<file path="src/rtl/dma_addr_gen_pkg.sv">
// dma_pkg: shared encodings, address map, instruction fields and FSM states for the DMA address generator
package dma_pkg;
  localparam int ADDR_W = 8;
  localparam int CNT_W = 6;
  localparam int INSTR_W = 26;
  localparam int MEM_TOP = 191;
  localparam int IO1_BASE = 192;
  localparam int IO2_BASE = 224;
  localparam int FE_BASE = 128;
  localparam int FE_TOP = 191;
  localparam logic [1:0] OP_IO2MEM = 2'b00;
  localparam logic [1:0] OP_MEM2X = 2'b01;
  localparam logic [1:0] TY_IO = 2'b01;
  localparam logic [1:0] TY_MEM = 2'b10;
  localparam int OP_LSB = 24;
  localparam int TY_LSB = 22;
  localparam int SRC_LSB = 14;
  localparam int DST_LSB = 6;
  localparam int CNT_LSB = 0;
  typedef enum logic [1:0] {IDLE, REQ, XFER, DONE} state_e;
endpackage

</file>
<file path="src/rtl/dma_addr_gen_if.sv">
// dma_addr_gen_if: instruction, bus-arbitration and address signals between DMA front end and its neighbours
interface dma_addr_gen_if import dma_pkg::*; #(parameter int AW = ADDR_W);
  logic instr_valid;
  logic [INSTR_W-1:0] instr;
  logic instr_ready;
  logic [INSTR_W-1:0] DMA_instruction;
  logic bus_req;
  logic grant;
  logic IOIP1;
  logic IOIP2;
  logic [AW-1:0] next_source;
  logic [AW-1:0] next_destination;
  logic [AW-1:0] firstempty;
  logic done;
  logic busy;
  modport master(output instr_valid, instr, grant, IOIP1, IOIP2,
                 input instr_ready, DMA_instruction, bus_req, next_source, next_destination, firstempty, done, busy);
  modport slave(input instr_valid, instr, grant, IOIP1, IOIP2,
                output instr_ready, DMA_instruction, bus_req, next_source, next_destination, firstempty, done, busy);
endinterface

</file>
<file path="src/rtl/dma_addr_gen_wrap_ptr.sv">
// dma_wrap_ptr: loadable up-counter that wraps from HI back to LO
module dma_wrap_ptr #(
  parameter int W = 8,
  parameter int LO = 0,
  parameter int HI = 255,
  parameter int RST = 0
) (
  input  logic clock,
  input  logic rst_n,
  input  logic ld_i,
  input  logic en_i,
  input  logic [W-1:0] val_i,
  output logic [W-1:0] ptr_o
);
  logic [W-1:0] ptr_q, ptr_d;
  always_comb ptr_d = ld_i ? val_i : en_i ? (ptr_q == W'(HI) ? W'(LO) : ptr_q + 1'b1) : ptr_q;
  always_ff @(posedge clock or negedge rst_n)
    if (!rst_n) ptr_q <= W'(RST);
    else ptr_q <= ptr_d;
  assign ptr_o = ptr_q;
endmodule

</file>
<file path="src/rtl/dma_addr_gen.sv">
// dma_addr_gen: latches one DMA instruction, arbitrates for the bus and steps source/destination per beat
module dma_addr_gen #(
  parameter int ADDR_W = dma_pkg::ADDR_W,
  parameter int CNT_W = dma_pkg::CNT_W,
  parameter int MEM_TOP = dma_pkg::MEM_TOP,
  parameter int FE_BASE = dma_pkg::FE_BASE,
  parameter int FE_TOP = dma_pkg::FE_TOP
) (
  input logic clock,
  input logic rst_n,
  dma_addr_gen_if.slave bus
);
  import dma_pkg::*;
  state_e state_q, state_d;
  logic [CNT_W-1:0] rem_q, rem_d, cnt;
  logic [INSTR_W-1:0] instr_q, instr_d;
  logic accept, beat, step_src, step_dst, fe_step;
  assign cnt = bus.instr[CNT_LSB +: CNT_W];
  assign accept = state_q == IDLE && bus.instr_valid;
  assign beat = state_q == XFER && bus.grant;
  // I/O ports sit above MEM_TOP and must not move, whatever the transfer type
  assign step_src = beat && bus.next_source <= ADDR_W'(MEM_TOP);
  assign step_dst = beat && bus.next_destination <= ADDR_W'(MEM_TOP);
  assign fe_step = state_q == IDLE && bus.grant && (bus.IOIP1 || bus.IOIP2);
  always_comb begin
    state_d = state_q;
    rem_d = rem_q;
    instr_d = instr_q;
    state_d = state_q == IDLE ? (accept ? (cnt == '0 ? DONE : REQ) : IDLE)
            : state_q == REQ  ? (bus.grant ? XFER : REQ)
            : state_q == XFER ? (!bus.grant ? REQ : rem_q == CNT_W'(1) ? DONE : XFER)
            : IDLE;
    rem_d = accept ? cnt : beat ? rem_q - 1'b1 : rem_q;
    instr_d = accept ? bus.instr : instr_q;
  end
  always_ff @(posedge clock or negedge rst_n)
    if (!rst_n) begin
      state_q <= IDLE;
      rem_q <= '0;
      instr_q <= '0;
    end else begin
      state_q <= state_d;
      rem_q <= rem_d;
      instr_q <= instr_d;
    end
  assign bus.instr_ready = state_q == IDLE;
  assign bus.bus_req = state_q == REQ || state_q == XFER;
  assign bus.done = state_q == DONE;
  assign bus.busy = state_q != IDLE;
  assign bus.DMA_instruction = instr_q;
  dma_wrap_ptr #(.W(ADDR_W), .LO(0), .HI(MEM_TOP), .RST(0)) u_src (
    .clock(clock), .rst_n(rst_n), .ld_i(accept), .en_i(step_src),
    .val_i(bus.instr[SRC_LSB +: ADDR_W]), .ptr_o(bus.next_source));
  dma_wrap_ptr #(.W(ADDR_W), .LO(0), .HI(MEM_TOP), .RST(0)) u_dst (
    .clock(clock), .rst_n(rst_n), .ld_i(accept), .en_i(step_dst),
    .val_i(bus.instr[DST_LSB +: ADDR_W]), .ptr_o(bus.next_destination));
  dma_wrap_ptr #(.W(ADDR_W), .LO(FE_BASE), .HI(FE_TOP), .RST(FE_BASE)) u_fe (
    .clock(clock), .rst_n(rst_n), .ld_i(1'b0), .en_i(fe_step),
    .val_i('0), .ptr_o(bus.firstempty));
endmodule
</file>
<file path="src/flat_wrapper.sv">
// flat-port wrapper written by rule: the top's interface ports become plain ports
module dma_addr_gen_flat import dma_pkg::*;
#(
  parameter int ADDR_W = dma_pkg::ADDR_W,
  parameter int CNT_W = dma_pkg::CNT_W,
  parameter int MEM_TOP = dma_pkg::MEM_TOP,
  parameter int FE_BASE = dma_pkg::FE_BASE,
  parameter int FE_TOP = dma_pkg::FE_TOP
)
  (clock, rst_n, bus_instr_valid, bus_instr, bus_grant, bus_IOIP1, bus_IOIP2, bus_instr_ready, bus_DMA_instruction, bus_bus_req, bus_next_source, bus_next_destination, bus_firstempty, bus_done, bus_busy);
  dma_addr_gen_if bus_i ();
  input logic clock;
  input logic rst_n;
  input wire logic [$bits(bus_i.instr_valid)-1:0] bus_instr_valid;
  input wire logic [$bits(bus_i.instr)-1:0] bus_instr;
  input wire logic [$bits(bus_i.grant)-1:0] bus_grant;
  input wire logic [$bits(bus_i.IOIP1)-1:0] bus_IOIP1;
  input wire logic [$bits(bus_i.IOIP2)-1:0] bus_IOIP2;
  output wire logic [$bits(bus_i.instr_ready)-1:0] bus_instr_ready;
  output wire logic [$bits(bus_i.DMA_instruction)-1:0] bus_DMA_instruction;
  output wire logic [$bits(bus_i.bus_req)-1:0] bus_bus_req;
  output wire logic [$bits(bus_i.next_source)-1:0] bus_next_source;
  output wire logic [$bits(bus_i.next_destination)-1:0] bus_next_destination;
  output wire logic [$bits(bus_i.firstempty)-1:0] bus_firstempty;
  output wire logic [$bits(bus_i.done)-1:0] bus_done;
  output wire logic [$bits(bus_i.busy)-1:0] bus_busy;
  assign bus_i.instr_valid = bus_instr_valid;
  assign bus_i.instr = bus_instr;
  assign bus_i.grant = bus_grant;
  assign bus_i.IOIP1 = bus_IOIP1;
  assign bus_i.IOIP2 = bus_IOIP2;
  assign bus_instr_ready = bus_i.instr_ready;
  assign bus_DMA_instruction = bus_i.DMA_instruction;
  assign bus_bus_req = bus_i.bus_req;
  assign bus_next_source = bus_i.next_source;
  assign bus_next_destination = bus_i.next_destination;
  assign bus_firstempty = bus_i.firstempty;
  assign bus_done = bus_i.done;
  assign bus_busy = bus_i.busy;
  dma_addr_gen #(.ADDR_W(ADDR_W), .CNT_W(CNT_W), .MEM_TOP(MEM_TOP), .FE_BASE(FE_BASE), .FE_TOP(FE_TOP)) u_core (.clock(clock), .rst_n(rst_n), .bus(bus_i));
endmodule
</file>
<file path="config.mk">
export PLATFORM = sky130hd
export DESIGN_NAME = dma_addr_gen_flat
export DESIGN_NICKNAME = d
export VERILOG_FILES = /design/src/rtl/dma_addr_gen_pkg.sv /design/src/rtl/dma_addr_gen_if.sv /design/src/rtl/dma_addr_gen_wrap_ptr.sv /design/src/rtl/dma_addr_gen.sv /design/src/flat_wrapper.sv
export SDC_FILE = /design/constraint.sdc
export NUM_CORES = 1
export LEC_CHECK = 0
export ABC_AREA = 1
export BUFFER_PORTS_ARGS = -buffer_cell sky130_fd_sc_hd__buf_2
export CAP_MARGIN = 20
export CORE_UTILIZATION = 35
export CTS_BUF_LIST = sky130_fd_sc_hd__clkbuf_2
export CTS_CLUSTER_DIAMETER = 40
export DETAILED_ROUTE_END_ITERATION = 7
export MAX_ROUTING_LAYER = met4
export PLACE_DENSITY_LB_ADDON = 0.3
export REMOVE_ABC_BUFFERS = 1
export SETUP_SLACK_MARGIN = 0.2
export SLEW_MARGIN = 40
export SYNTH_ARGS = -nofsm -noshare
export SYNTH_HDL_FRONTEND = slang
export SYNTH_SLANG_ARGS = --single-unit
</file>
<file path="constraint.sdc">
create_clock -name clock -period 1.76 [get_ports clock]
set_input_delay 0.264 -clock clock [delete_from_list [all_inputs] [get_ports clock]]
set_output_delay 0.264 -clock clock [all_outputs]
set_load 0.02 [all_outputs]
</file>
-- Word level (Yosys, flattened, before mapping)
Cells that the tools add are included.
- flip-flop bits (word level): 58
- bits of input ports: 32
- output and inout bits: 54
- logic and storage cells: 50
- add/subtract/negate cells: 4
- order comparisons: 2
- equality and inequality tests: 7
- multiplexer cells: 17
- reductions and logical operators: 14
- operators by type and width (operator ; count):
    two-way mux 8 bit ; 7
    adder 8 x 1 -> 8 bit, second input constant ; 3
    equality test 8 bit, second input constant ; 3
    less-or-equal comparator 8 bit, second input constant ; 2
    two-way mux 2 bit ; 7
    two-way mux 6 bit ; 2
    nonzero test 2 bit ; 4
    equality test 6 x 1 -> 1 bit, second input constant ; 1
    logical AND 1 bit ; 6
    logical NOT 6 bit ; 1
    subtractor 6 x 1 -> 6 bit, second input constant ; 1
    equality test 2 bit, second input constant ; 2
    equality test 2 x 1 -> 1 bit, second input constant ; 1
    logical NOT 2 bit ; 1
    logical OR 1 bit ; 2
    two-way mux 1 bit ; 1

-- Longest topological paths before layout
- depth in word-level cells: 6
- depth in mapped cells: 10
- depth with buffers taken out: 10

-- Cells and area by module
A second synthesis with hierarchy kept.
- cells, all modules: 395
- area, all modules: 3128.0 µm²
- by module, submodules not included (module ; instances ; cells each ; area an instance (µm²) ; seq. area each (µm²)):
    dma_addr_gen ; 1 ; 187 ; 1542.7 ; 850.8
    dma_wrap_ptr at u_core.u_dst ... ; 2 ; 65 ; 511.7 ; 200.2
    dma_wrap_ptr at u_core.u_fe ; 1 ; 78 ; 561.8 ; 201.4

-- Worst setup path after synthesis
Ideal clock, no wire load.
- path type: register to register
- from: register u_core.state_q[0]
- to: register u_core.u_fe.ptr_q[5], in the netlist u_core.u_fe.ptr_o[5]
- library setup time: 0.120 ns
- arrival time: 1.499 ns
- required time: 1.640 ns
- setup slack: 0.141 ns
- cell stages (with the launch flop): 9
- buffers on the path: 0
- period minus slack after synthesis: 1.619 ns
- cells stage by stage: dfrtp_1 inv_1 ha_1 nand2_1 nor2_4 nand2_1 nor2_2 nand2_1 and3_1
- longest elaborated chain between the ends: 3
- ends and longest elaborated chain (what ; RTL line ; source):
    from (decl) ; dma_addr_gen.sv:14 ; state_e state_q, state_d;
    from (signal assigned) ; dma_addr_gen.sv:42 ; state_q <= state_d;
    logical NOT 2 bit ; - ;
    net bus_instr_ready ; flat_wrapper.sv:19 ; output wire logic [$bits(bus_i.instr_ready)-1:0] bus_instr_ready;
    logical AND 1 bit (2 in series) ; dma_addr_gen.sv:24 ; assign fe_step = state_q == IDLE && bus.grant && (bus.IOIP1 || bus.IOIP2);
    to (signal assigned) ; dma_addr_gen_wrap_ptr.sv:18 ; if (!rst_n) ptr_q <= W'(RST);
    to (signal assigned) ; dma_addr_gen_wrap_ptr.sv:19 ; else ptr_q <= ptr_d;
    to (decl) ; dma_addr_gen_wrap_ptr.sv:15 ; logic [W-1:0] ptr_q, ptr_d;
The timed path passes the listed nets, and every way through them passes these cells.
A chain may end at the register's enable or synchronous reset.

-- Final worst setup path
- from: register u_core.state_q[0]
- to: output port bus_bus_req
- longest elaborated chain between the ends: 2
- elaborated cells between the ends (all ways): 3
- classes of those cells: 2 x eq/ne; 1 x reduce/logical
- ends and longest elaborated chain (what ; RTL line ; source):
    equality test 2 x 1 -> 1 bit / equality test 2 bit (equally long branches) ; dma_addr_gen.sv:47 ; assign bus.bus_req = state_q == REQ || state_q == XFER;
    logical OR 1 bit * ; dma_addr_gen.sv:47 ;
    to (decl) ; flat_wrapper.sv:21 ; output wire logic [$bits(bus_i.bus_req)-1:0] bus_bus_req;
Mark *: on every way between the ends. The rest lies on a longest branch, timed or not.

==> impl.org <==
** Logic synthesis
- The number of different library cells used by synthesis comes to 33.
- After synthesis, the share of flip-flops with an asynchronous set or reset is 1.00.
- After synthesis, the cell types taking the most area are sky130_fd_sc_hd__dfrtp_1 48%, sky130_fd_sc_hd__nand2_1 18%, sky130_fd_sc_hd__inv_1 5.5%, sky130_fd_sc_hd__nor2_1 4.8%, sky130_fd_sc_hd__ha_1 3.8%.
- The synthesized design contains 0 enable-type register cells.
- sky130_fd_sc_hd__dfrtp_1 takes more of the synthesized area than any other cell.
- For this run, the number of Yosys warnings is 0.
- The share of synthesized area in the top cell type comes to 0.478.
- For this run, the register share of the synthesized area comes to 0.487.
- Summing every instance area after synthesis gives 2980 µm².
- Synthesis handed over a netlist of 387 instances.
- The average instance in the mapped netlist occupies 7.70 µm².
- In this run, synthesis produced a sequential element count of 58.
- The most used flip-flop cell after synthesis is sky130_fd_sc_hd__dfrtp_1.

** Routing
- After detailed routing, the number of vias per cell comes to about 4.7.
- Routed length on met3 :: between 300 and 400 µm
- For this run, design rule violations remaining after detail routing come to 0.
- Detailed router's first-iteration violation count :: 93
- The first detailed-routing pass ran for 4 iterations.
- After detailed routing, no signal wire sits above met4.
- The detail route stage leaves a number of antenna-violating nets equal to 0.
- After detailed routing, the average wire length per cell comes to about 12 µm.
- Wire length on met1 :: 3530 µm
- Via count of the routed design :: ~2900
- The routed design has 7470 µm of wire.
- Met2 wire length :: between 3000 and 4000 µm

** STA
- Across all setup checks in the final design, the least slack found is 0.175 ns.
- Dividing the final minimum period by the clock period gives 0.901.
- Shortest period the worst path allows :: 1.59 ns
- Across all hold checks on the routed design, the worst slack comes to 0.0423 ns.
- The max-slew violation count was 0.
- Fmax :: 631 MHz
- Setup Total Neg Slack :: 0 ns
- Max_slew headroom :: 0.609
- Final setup viols :: 0
- For the final database, setup skew stands at roughly 0.022 ns.
- RSZ-0062 raised after global routing :: yes
- The hold violation total from the final report is 0.
- Pin slew with the least headroom to its limit :: 0.586 ns

** Floorplanning
- # IOs :: 86
- Placement row count :: 33
- Die outline area :: 8890 µm²
- The floorplan step set the die width to 94.3 µm.
- Vert. Die Dim :: 94.3 µm
- Core ar. :: 8220 µm²
- Initial standard-cell utilization of the core :: 0.363

** Clocking
- CTS Buf Count :: 9
- Clock tree from TritonCTS :: built
- Clock Root Buffer :: sky130_fd_sc_hd__clkbuf_2
- After clock tree synthesis, the clock-pin slew on the worst setup and hold paths is 0.15 ns.
- CTS saw 58 sinks.
- At the later pin of the worst-skew pair, clock insertion delay measures 0.47 ns.
- The clock passes through at most 2 buffers.
- H-tree depth reported by CTS :: 3

** Power and ir drop
- For this design the static power due to leakage is 2.23 nW.
- In this run the power density over the cells is 1830 nW/µm².
- Worst vdd rail ir drop :: 0.867 mV
- Design Power :: 7.44 mW

** Run status
- Result of the run :: finished, final reports clean

** Global routing
- First-pass GRT wire length :: 12200 µm
- Entering global routing, the biggest net connects 24 pins.
- Total global-route track usage :: 0.185
- The number of antenna violations at the first check in global routing came to 0.
- The number of global-route vias before repair is 2710.
- Total gr overflow :: 0

** Layout
- Share of post-route cells with drive strength above 1 :: 0.276
- Signed area change from the synthesized netlist to the final layout :: 36.6%
- Final instance area :: ~4000 µm²
- In the final design database the tool counted 551 nets.
- Final core area utilization :: 0.496
- Area of the multi-input gates :: 1380 µm²
- Fill cell count :: a little over 800
- Leaving out fill and tap cells, the most frequent cell in the layout is sky130_fd_sc_hd__nand2_1.
- Number of standard cells in the final layout excluding fillers :: 620
- N_diodes :: 0
- Commonest cells after routing, fill and taps aside :: 138 x sky130_fd_sc_hd__nand2_1, 82 x sky130_fd_sc_hd__buf_2, 57 x sky130_fd_sc_hd__dfrtp_1, 40 x sky130_fd_sc_hd__inv_1, 37 x sky130_fd_sc_hd__nor2_1
- Summing all flip-flop and latch instances after layout gives 1450 µm².

** Worst hold path
- Classification of the worst-slack hold path :: input pin to flip-flop

** Worst setup path
- For the worst setup path, the data required time is 1.50 ns.
- Along the worst path, the maximum fanout reaches 2.
- The critical path is of the flip-flop to primary output type.
- The worst setup path is captured at a primary output.
- STA classifies the critical path startpoint as a flip-flop.
- Worst path arrival time :: 1.32 ns

** Place
- Post-Place Cells :: 576
- Once detailed placement completed, the half-perimeter wirelength came to 5260 µm.
- Summing all placed instances gives a cell area of 3570 µm².
- Routability cong. :: 0.828
- Port Buffers :: 85
- Minimum setup slack after placement :: 0.0494 ns

** Flow run
- Max-cap violations in this run came to 0.
## cell usage after synthesis (5+ instances only)
library cell / number
sky130_fd_sc_hd__inv_1: 44
sky130_fd_sc_hd__nand2_1: 142
sky130_fd_sc_hd__nand4_1: 5
sky130_fd_sc_hd__ha_1: 9
sky130_fd_sc_hd__o21ai_0: 12
sky130_fd_sc_hd__buf_2: 6
sky130_fd_sc_hd__a31oi_1: 6
sky130_fd_sc_hd__dfrtp_1: 57
sky130_fd_sc_hd__nor2_1: 38
sky130_fd_sc_hd__a21oi_1: 15
sky130_fd_sc_hd__nand3_1: 14
## worst paths after layout
kind	from	endpoint	slack, ns	cells after the start
max in group asynchronous	rst_n	u_core.bus.DMA_instruction[18]$_DFFE_PN0P_	0.92	3
setup reg to reg	u_core.state_q[0]$_DFF_PN0_	u_core.u_fe.ptr_o[5]$_DFFE_PN0P_	0.19	9
setup / recovery	u_core.state_q[0]$_DFF_PN0_	bus_bus_req	0.17	3
min in group asynchronous	rst_n	u_core.bus.DMA_instruction[2]$_DFFE_PN0P_	0.31	2
hold / removal	bus_instr[1]	u_core.bus.DMA_instruction[1]$_DFFE_PN0P_	0.04	3
hold reg to reg	u_core.bus.DMA_instruction[18]$_DFFE_PN0P_	u_core.bus.DMA_instruction[18]$_DFFE_PN0P_	0.49	2
## cell type report
| class | instances | share of cell area |
|---|---|---|
| multi-input combinational | 273 | 0.339 |
| tap | 105 | 0.0322 |
| sequential | 58 | 0.357 |
| timing repair buffer | 121 | 0.203 |
| clock inverter | 4 | 0.0107 |
| inverter | 47 | 0.0439 |
| clock buffer | 12 | 0.0147 |
## critical path: stages, from the launching register on
cell and delay (ns):
sky130_fd_sc_hd__dfrtp_1 0.42, sky130_fd_sc_hd__inv_2 0.07, sky130_fd_sc_hd__ha_4 0.27, sky130_fd_sc_hd__buf_6 0.11
## routing by layer
layer / vias to the layer above / track usage
met2: 78 / 0.281
met1: 1341 / 0.244
met3: 12 / 0.0275
met4: 0 / 0.0795
met5: - / -
li1: 1474 / -
## power breakdown
| group | switching (mW) | internal [mW] | leakage, nW |
|---|---|---|---|
| clock network | 0.476 | 0.338 | 0.0734 |
| logic | 2.53 | 1.57 | 1.47 |
| registers | 0.555 | 1.97 | 0.684 |
## registers in the layout (all words and copies together), names as in the netlist
signal / count
u_core.state_q: 2
u_core.bus.DMA_instruction: 26
u_core.u_dst.ptr_o: 8
u_core.rem_q: 6
u_core.u_fe.ptr_o: 8
u_core.u_src.ptr_o: 8
## repair_timing
| action | CTS | global route |
|---|---|---|
| setup buffers | 5 | 4 |
| pin swaps | 2 | 8 |
| hold endpoints to repair | 37 | 0 |
| resized for setup | 19 | 24 |
| cloned | 0 | 1 |
| hold buffers | 18 | 0 |
| endpoints found under the setup margin | 36 | 32 |
## kinds of logic after synthesis
family | after synthesis | synth area share
buffers and inverters | 56 | 0.0768
AO/OA/AOI/OAI | 45 | 0.0881
AND/OR/NAND/NOR | 214 | 0.295
XOR/XNOR | 5 | 0.0147
adder cells (fa/ha/maj) | 9 | 0.0378
flip-flops | 58 | 0.487
Note: power is estimated with default switching activity, not from simulation.
